File: src/rtl/perf_uart_reporter.sv
// perf_uart_reporter: sends "CYC=XXXXXXXX\r\n" over UART TX whenever
// measurement_done_i rises. The 32-bit count is captured on that edge.
// Ports: clk_i, reset_ni (async, active-low), cycle_count_i[31:0],
//   measurement_done_i, uart_tx_o, busy_o, report_done_o.
// Option: define PERF_UART_PARITY_EN for 8E1 framing (default 8N1).
module perf_uart_reporter #(
  parameter int CLK_FREQ_HZ = 100000000,
  parameter int BAUD_RATE   = 115200
) (
  input  logic        clk_i,
  input  logic        reset_ni,
  input  logic [31:0] cycle_count_i,
  input  logic        measurement_done_i,
  output logic        uart_tx_o,
  output logic        busy_o,
  output logic        report_done_o
);

  localparam int CPB = CLK_FREQ_HZ / BAUD_RATE;
  localparam int CW  = $clog2(CPB);

  typedef enum logic [2:0] {
    S_IDLE,
    S_LOAD,
    S_START,
    S_DATA,
`ifdef PERF_UART_PARITY_EN
    S_PARITY,
`endif
    S_STOP,
    S_FINISH
  } state_t;

  state_t        state_q, state_d;
  logic [CW-1:0] baud_q;
  logic [2:0]    bit_q;
  logic [3:0]    idx_q;
  logic [31:0]   cap_q;
  logic [7:0]    shf_q;
  logic          prev_q;
`ifdef PERF_UART_PARITY_EN
  logic          par_q;
`endif

  logic trig;
  logic bit_end;
  logic can_start;
  logic in_bit;

  assign trig      = measurement_done_i & ~prev_q;
  assign bit_end   = (baud_q == CW'(CPB - 1));
  assign can_start = (state_q == S_IDLE) ||
                     (state_q == S_FINISH);
  assign in_bit    = (state_q == S_START) ||
                     (state_q == S_DATA) ||
`ifdef PERF_UART_PARITY_EN
                     (state_q == S_PARITY) ||
`endif
                     (state_q == S_STOP);

  function automatic logic [7:0] hex_ch(
    input logic [3:0] n
  );
    if (n < 4'd10) hex_ch = 8'h30 + {4'h0, n};
    else           hex_ch = 8'h37 + {4'h0, n};
  endfunction

  // Bytes 4..11 are the nibbles of c, MSB nibble first.
  function automatic logic [7:0] msg_byte(
    input logic [3:0]  i,
    input logic [31:0] c
  );
    logic [3:0] n;
    int         sh;
    sh = (11 - int'(i)) * 4;
    n  = 4'(c >> sh);
    case (i)
      4'd0:    msg_byte = 8'h43;
      4'd1:    msg_byte = 8'h59;
      4'd2:    msg_byte = 8'h43;
      4'd3:    msg_byte = 8'h3D;
      4'd12:   msg_byte = 8'h0D;
      4'd13:   msg_byte = 8'h0A;
      default: msg_byte = hex_ch(n);
    endcase
  endfunction

  always_ff @(posedge clk_i or negedge reset_ni) begin
    if (!reset_ni) state_q <= S_IDLE;
    else           state_q <= state_d;
  end

  always_comb begin
    state_d = state_q;
    unique case (state_q)
      S_IDLE:
        if (trig) state_d = S_LOAD;
      S_LOAD:
        state_d = S_START;
      S_START:
        if (bit_end) state_d = S_DATA;
      S_DATA:
        if (bit_end && bit_q == 3'd7)
`ifdef PERF_UART_PARITY_EN
          state_d = S_PARITY;
      S_PARITY:
        if (bit_end)
`endif
          state_d = S_STOP;
      S_STOP:
        if (bit_end)
          state_d = (idx_q == 4'd13) ? S_FINISH
                                     : S_LOAD;
      S_FINISH:
        state_d = trig ? S_LOAD : S_IDLE;
      default:
        state_d = S_IDLE;
    endcase
  end

  always_ff @(posedge clk_i or negedge reset_ni) begin
    if (!reset_ni) begin
      prev_q <= 1'b0;
      baud_q <= '0;
      bit_q  <= '0;
      idx_q  <= '0;
      cap_q  <= '0;
      shf_q  <= '0;
`ifdef PERF_UART_PARITY_EN
      par_q  <= 1'b0;
`endif
    end else begin
      prev_q <= measurement_done_i;
      if (in_bit)
        baud_q <= bit_end ? '0 : baud_q + 1'b1;
      else
        baud_q <= '0;
      if (can_start && trig) begin
        cap_q <= cycle_count_i;
        idx_q <= '0;
      end
      if (state_q == S_LOAD) begin
        shf_q <= msg_byte(idx_q, cap_q);
        bit_q <= '0;
`ifdef PERF_UART_PARITY_EN
        par_q <= ^msg_byte(idx_q, cap_q);
`endif
      end
      if (state_q == S_DATA && bit_end) begin
        shf_q <= shf_q >> 1;
        bit_q <= bit_q + 3'd1;
      end
      if (state_q == S_STOP && bit_end)
        idx_q <= idx_q + 4'd1;
    end
  end

  // Decoded from state so reset forces the line idle at once.
  always_comb begin
    uart_tx_o = 1'b1;
    unique case (state_q)
      S_START:  uart_tx_o = 1'b0;
      S_DATA:   uart_tx_o = shf_q[0];
`ifdef PERF_UART_PARITY_EN
      S_PARITY: uart_tx_o = par_q;
`endif
      default:  uart_tx_o = 1'b1;
    endcase
  end

  assign busy_o        = !can_start;
  assign report_done_o = (state_q == S_FINISH);

endmodule
File: config.mk
export PLATFORM = sky130hd
export DESIGN_NAME = perf_uart_reporter
export DESIGN_NICKNAME = d
export VERILOG_FILES = /design/src/rtl/perf_uart_reporter.sv
export SDC_FILE = /design/constraint.sdc
export NUM_CORES = 1
export LEC_CHECK = 0
export CELL_PAD_IN_SITES_DETAIL_PLACEMENT = 0
export CELL_PAD_IN_SITES_GLOBAL_PLACEMENT = 2
export CORE_ASPECT_RATIO = 1.4
export CORE_MARGIN = 1.5
export CORE_UTILIZATION = 37
export DETAILED_ROUTE_END_ITERATION = 6
export GPL_TIMING_DRIVEN = 0
export PLACE_DENSITY_LB_ADDON = 0.1
export SYNTH_ARGS = -nofsm -noshare
export SYNTH_HDL_FRONTEND = slang
export SYNTH_SLANG_ARGS = --single-unit
File: constraint.sdc
create_clock -name clk_i -period 3.05 [get_ports clk_i]
set_clock_uncertainty 0.05 [all_clocks]
set_input_delay 0.61 -clock clk_i [delete_from_list [all_inputs] [get_ports clk_i]]
set_output_delay 0.61 -clock clk_i [all_outputs]
set_load 0.02 [all_outputs]
==> results.tsv, run 1 <==
stage	metric	value	unit
synth	syn_nets	323	
synth	synth_fa_ha_area_share	3.91	%
sta	final.setup.worst_slack	357	ps
routing	drt_pre_antenna_iters	4	
placed_design	dp_cells	420	
job	drv_cap	0	
critical_path	end_kind	register	
critical_path	critical_path.reg2reg.startpoint	idx_q[2]	
routing	vias	2206	
sta	fin_hold_ws	321	ps
floorplanning	dieArea	0.00923	mm2
placed_design	pre_cts_slack	171	ps
sta	worst_slew_pin_slew	912	ps
critical_path	r2r_end	shf_q[6]	
synth	ys_seq_area_share	46.9	%
synth	yosys_warnings	0	
critical_path	crit_type	register to register	
floorplanning	die_x	81.6	um
outcome	status	complete, no violations	
clocking	htree_levels	3	
critical_path	cpLargestDelayFamily	compound AO/OA/AOI/OAI gates	
clocking	cts_root_buf	clkbuf_16	
routing	drt_wl_total	6700	um
synth	synth-xor-area-share	2.73	%
sta	setup_viol	0	
placed_design	numPortBuffers	37	
global_routing	first_global_vias	2311	
global_routing	grt_antenna_before_repair	0	
pwr	vdd_drop_max	312	uV
global_routing	grt_max_degree	61	
sta	timing.fmax	371	MHz
sta	max_slew_margin	39.1	%
sta	period_minus_slack	2690	ps
synth	synth_seq_cells	60	
clocking	clk_path_buf_depth	2	
placed_design	hpwlAfterDp	4760	um
sta	fin_tns_setup	0	ps
routing	ant_nets	0	
critical_path	cp.required	3180	ps
sta	rsz0062_at_grt	false	
synth	synthTopCellsByArea	dfrtp_1 47%, mux2_2 11%, mux4_2 4.2%, ha_1 3.9%, nor2_1 2.5%	
hold_path	min_path_type	input pin to asynchronous set/reset pin	
cells_and_area	layout-drive-gt1-share	23.3	%
synth	yosysMostFrequentCell	dfrtp_1	
cells_and_area	nFillCells	825	
sta	finalCritPeriodShare	88.3	%
clocking	clk_pin_slew	50	ps
synth	ys_top_cells_by_count	60 x dfrtp_1, 30 x mux2_2, 21 x nor2_1	
clocking	clock-sinks	60	
cells_and_area	seqCellArea	0.00150	mm2
floorplanning	rows	40	
synth	netlist_area	0.00320	mm2
pwr	power_density	495	mW/mm2
routing	drc	0	
clocking	numCtsBuffers	9	
sta	drv_slew	0	
routing	wl_per_cell	15.4	um
floorplanning	chipHeight	113	um
critical_path	crit_path_max_fanout	9	
cells_and_area	nNetsFinal	371	
critical_path	startpoint	idx_q[2]	
floorplanning	core	0.00851	mm2
clocking	cts.hold.buffers_added	0	
placed_design	place_area	0.00370	mm2
critical_path	path_buf_inv	3	
cells_and_area	syn_to_final_growth	25.7	%
synth	synth_cell_types	62	
floorplanning	start_util	37.6	%
clocking	post_cts_resized	0	
sta	hold_viol	0	
synth	synth_edf_count	0	
pwr	p_leak	1.81	nW
synth	synth-compound-area-share	10.1	%
clocking	cts_tree	built	
cells_and_area	stdcell_count	436	
global_routing	grt_pass1_wl	11400	um
placed_design	gp_congestion	0.737	
cells_and_area	n_antenna_cell	0	
critical_path	ff2ff_path_depth	11	
critical_path	start_kind	register	
synth	synth_top_family_by_area	multiplexers	
global_routing	grt.overflow.total	0	
synth	synth.mux.area_fraction	18.7	%
clocking	cts_setup_buffers	0	
routing	drt_iter0_drc	96	
critical_path	cp_slowest_cell	dfrtp_1	
synth	yosysTopAreaCell	dfrtp_1	
clocking	clkLatencyLatePin	320	ps
routing	drt-vias-per-instance	5.06	
synth	synth_async_sr_flop_share	100	%
critical_path	r2r_setup_slack	360	ps
critical_path	cpPeakStageDelay	490	ps
critical_path	crit_chain	inv_1, ha_1, nor2b_2, clkbuf_2, and3_1, a31oi_2, ha_1, inv_1, a21o_1, a31oi_1, a21oi_1	
synth	netlist.area_leader.share	46.9	%
cells_and_area	fin_area	0.00403	mm2
critical_path	critPathArrivalTime	2820	ps
synth	synthFlopType	dfrtp_1	
synth	synth_cells	278	
cells_and_area	multiInputGateArea	0.00155	mm2
synth	synth.avg_cell_area	11.5	um2
synth	synth-simple-area-share	13.0	%
global_routing	grt_usage	16.5	%
floorplanning	io_pins	38	
-- power breakdown --
part	total [mW]	internal (mW)	switching, mW
clock network	1.07	0.719	0.348
logic	0.0949	0.0622	0.0327
registers	0.830	0.819	0.0105
-- worst register-to-register path, cell delays in order (launching register included) --
cell      delay (ps)
dfrtp_1          490
inv_1            200
ha_1             320
nor2b_2          140
clkbuf_2         170
and3_1           210
a31oi_2          190
ha_1             200
inv_1             40
a21o_1           150
a31oi_1          270
a21oi_1          120
-- worst max-delay path by stage --
stage | end | slack (ps) | cells past startpoint
finish | shf_q[6] | 360 | 11
global route | shf_q[6] | 180 | 11
CTS | shf_q[6] | 330 | 11
detailed placement | cap_q[25] | 170 | 4
global placement | baud_q[0] | -760 | 1
floorplan | shf_q[2] | 700 | 10
-- per-stage QoR --
stage               util, %  total power [mW]
detailed placement     43.5             0.941
global placement       43.5             0.940
CTS                    47.3              2.02
finish                 47.3              1.99
global route           47.3              2.06
floorplan                 -             0.872
-- metal layers --
layer / share of wire (%) / vias up / track usage [%]
li1: - / 1097 / -
met1: 48 / 1068 / 22.6
met2: 47 / 32 / 24.7
met3: 3.0 / 9 / 3.87
met4: 1.7 / 0 / 6.78
met5: 0 / - / 0
-- cell type report --
class | instances | area share, %
clock inverter | 3 | 1.06
clock buffer | 13 | 6.96
multi-input combinational | 192 | 38.6
inverter | 11 | 1.03
timing repair buffer | 37 | 9.14
sequential | 60 | 37.3
tap | 105 | 3.26
buffer | 15 | 2.67
-- sequential cells by signal (all words and copies together) (netlist names) --
| register | flops |
|---|---|
| idx_q | 4 |
| prev_q | 1 |
| bit_q | 3 |
| shf_q | 7 |
| state_q | 3 |
| cap_q | 32 |
| baud_q | 10 |
-- layout by cell type (no fill, tap or decap), drive strengths merged, types with 10 or more instances in the layout --
master,count
ha,10
dfrtp,60
buf,10
clkbuf,19
clkdlybuf4s50,36
mux2,36
o21ai,16
inv,11
nor2,21
nand2,19
-- kinds of logic (layout without fill, tap and decap cells) --
kind of cell | count (synthesis) | in the layout
simple gates | 79 | 79
flops | 60 | 60
compound gates | 46 | 46
fa+ha+maj | 10 | 10
buf+inv | 26 | 79
xor+xnor | 10 | 10
mux | 47 | 47
Power figures use the tool's default switching activity.
==> run 2, diff against run 1 <==
--- a/config.mk
+++ b/config.mk
@@ -8,7 +8,6 @@
 export CELL_PAD_IN_SITES_DETAIL_PLACEMENT = 0
 export CELL_PAD_IN_SITES_GLOBAL_PLACEMENT = 2
 export CORE_ASPECT_RATIO = 1.4
-export CORE_MARGIN = 1.5
 export CORE_UTILIZATION = 37
 export DETAILED_ROUTE_END_ITERATION = 6
 export GPL_TIMING_DRIVEN = 0
==> results.tsv, run 2 (synthesis results as in run 1) <==
stage	metric	value	unit	change
outcome	status	complete, no violations		unchanged
routing	wl_per_cell	15.7	um	was 15.4 um
clocking	clk_pin_slew	50	ps	about the same
clocking	cts_root_buf	clkbuf_16		unchanged
clocking	clkLatencyLatePin	330	ps	was 320 ps
sta	worst_slew_pin_slew	904	ps	was 912 ps
cells_and_area	final_common_cell	dfrtp_1		unchanged
cells_and_area	stdcell_count	433		was 436
critical_path	end_kind	register		unchanged
sta	max_slew_margin	39.6	%	was 39.1%
global_routing	use_met2	28.6	%	was 24.7%
routing	drt-vias-per-instance	5.24		was 5.06
sta	finalCritPeriodShare	87.6	%	was 88.3%
clocking	cts.hold.buffers_added	0		unchanged
critical_path	critPathArrivalTime	2880	ps	was 2820 ps
clocking	cts_setup_buffers	0		unchanged
cells_and_area	nFillCells	801		was 825
global_routing	first_global_vias	2416		was 2311
pwr	p_leak	1.81	nW	about the same
placed_design	gp_congestion	0.798		was 0.737
cells_and_area	fin_util	48.4	%	was 47.3%
clocking	numCtsBuffers	9		unchanged
placed_design	numPortBuffers	37		unchanged
routing	drt_wl_total	6810	um	was 6700 um
cells_and_area	n_antenna_cell	0		unchanged
routing	vias	2271		was 2206
critical_path	r2r_setup_slack	380	ps	was 360 ps
cells_and_area	final_cell_mix	60 x dfrtp_1, 36 x clkdlybuf4s50_1, 30 x mux2_2		unchanged
floorplanning	io_pins	38		unchanged
sta	hold_viol	0		unchanged
critical_path	crit_path_max_fanout	9		unchanged
sta	period_minus_slack	2670	ps	was 2690 ps
placed_design	dp_cells	417		was 420
cells_and_area	largest_register	cap_q		unchanged
critical_path	start_kind	register		unchanged
global_routing	busiest_layer	met2		unchanged
global_routing	grt_antenna_before_repair	0		unchanged
cells_and_area	largest_register_ffs	32		unchanged
sta	setup_viol	0		unchanged
placed_design	hpwlAfterDp	4840	um	was 4760 um
clocking	cts_tree	built		unchanged
global_routing	grt_max_degree	61		unchanged
pwr	finalPower	2.01	mW	was 1.99 mW
floorplanning	rows	39		was 40
sta	timing.fmax	374	MHz	was 371 MHz
routing	ant_nets	0		unchanged
cells_and_area	layout-drive-gt1-share	23.0	%	was 23.3%
critical_path	cp.required	3260	ps	was 3180 ps
cells_and_area	top_regs	cap_q: 32 flops, baud_q: 10 flops, shf_q: 7 flops		unchanged
global_routing	grt_pass1_wl	11700	um	was 11400 um
placed_design	place_area	0.00370	mm2	about the same
clocking	clock-sinks	60		unchanged
sta	fin_hold_ws	321	ps	about the same
hold_path	min_path_type	input pin to asynchronous set/reset pin		unchanged
job	drv_cap	0		unchanged
critical_path	cp_slowest_cell	dfrtp_1		unchanged
floorplanning	dieArea	0.00904	mm2	was 0.00923 mm2
floorplanning	chipHeight	112	um	was 113 um
routing	drt_pre_antenna_iters	4		unchanged
clocking	post_cts_resized	0		unchanged
critical_path	crit_type	register to register		unchanged
routing	drt_iter0_drc	114		was 96
cells_and_area	fin_area	0.00402	mm2	was 0.00403 mm2
floorplanning	start_util	38.6	%	was 37.6%
global_routing	met1_usage	21.8	%	was 22.6%
clocking	clk_path_buf_depth	2		unchanged
global_routing	grt_usage	17.3	%	was 16.5%
pwr	power_density	499	mW/mm2	was 495 mW/mm2
critical_path	cpPeakStageDelay	490	ps	about the same
clocking	htree_levels	3		unchanged
critical_path	crit_chain	inv_1, ha_1, nor2b_2, clkbuf_2, and3_1, a31oi_2, ha_1, inv_1, a21o_1, a31oi_1, a221o_1		was inv_1, ha_1, nor2b_2, clkbuf_2, and3_1, a31oi_2, ha_1, inv_1, a21o_1, a31oi_1, a21oi_1
routing	drc	0		unchanged
floorplanning	core	0.00830	mm2	was 0.00851 mm2
cells_and_area	nNetsFinal	371		unchanged
global_routing	grt.overflow.total	0		unchanged
floorplanning	die_x	80.6	um	was 81.6 um
cells_and_area	syn_to_final_growth	25.4	%	was 25.7%
sta	drv_slew	0		unchanged
global_routing	grt_use_met3	2.44	%	was 3.87%
sta	rsz0062_at_grt	false		unchanged
pwr	vdd_drop_max	337	uV	was 312 uV
run 2: changes by cell type in the layout (fill, tap and decap cells not counted):
cell / before / now
bufinv_16: 1 / 2
clkinv_2: 1 / 3
clkinvlp_4: 1 / 0
clkbuf_1: 3 / 4
clkbuf_8: 6 / 3
run 2: where the power goes:
part	switching [mW]	total (mW)	internal (mW)
clock	0.348	1.08	0.732
sequential	0.0110	0.831	0.820
combinational	0.0326	0.0948	0.0622
total	0.392	2.01	1.61
run 2: stage by stage:
stage,worst slack [ps],setup TNS [ps]
final,378,0
after global routing,203,0
after CTS,330,0
after detailed placement,219,0
after global placement,-727,-43400
after floorplan,695,0
run 2: area by class of cell:
| cell class | instances | area (um2) | area share, % |
|---|---|---|---|
| plain buffers | 15 | 108 | 2.68 |
| clock buffers | 11 | 243 | 6.04 |
| clock inverters | 5 | 75.1 | 1.87 |
| inverters | 11 | 41.3 | 1.03 |
| multi-input cells | 192 | 1550 | 38.7 |
| flip-flops and latches | 60 | 1500 | 37.4 |
| well taps | 102 | 128 | 3.18 |
| repair buffers | 37 | 368 | 9.16 |
run 2: worst paths after layout:
path / startpoint / to / depth (start not counted)
max in group asynchronous: reset_ni / state_q[2] / 1
worst min register to register: cap_q[11] / cap_q[11] / 1
worst min-delay path: reset_ni / cap_q[27] / 1
worst max-delay path: idx_q[2] / shf_q[4] / 11
worst max register to register: idx_q[2] / shf_q[4] / 11
min in group clk_i: cap_q[11] / cap_q[11] / 1
run 2: per-layer routing:
| layer | wire, um | up-vias |
|---|---|---|
| li1 | - | 1095 |
| met1 | 3040 | 1130 |
| met2 | 3460 | 34 |
| met3 | 144 | 12 |
| met4 | 164 | 0 |
| met5 | 0 | - |
run 2: critical path: cells and delay by family, from the launching register on:
kind	cells	cell delay [ps]
AOI/OAI and AO/OA	4	770
adders and majority gates	2	520
DFF	1	490
buffers and inverters	3	400
and+or+nand+nor	2	350
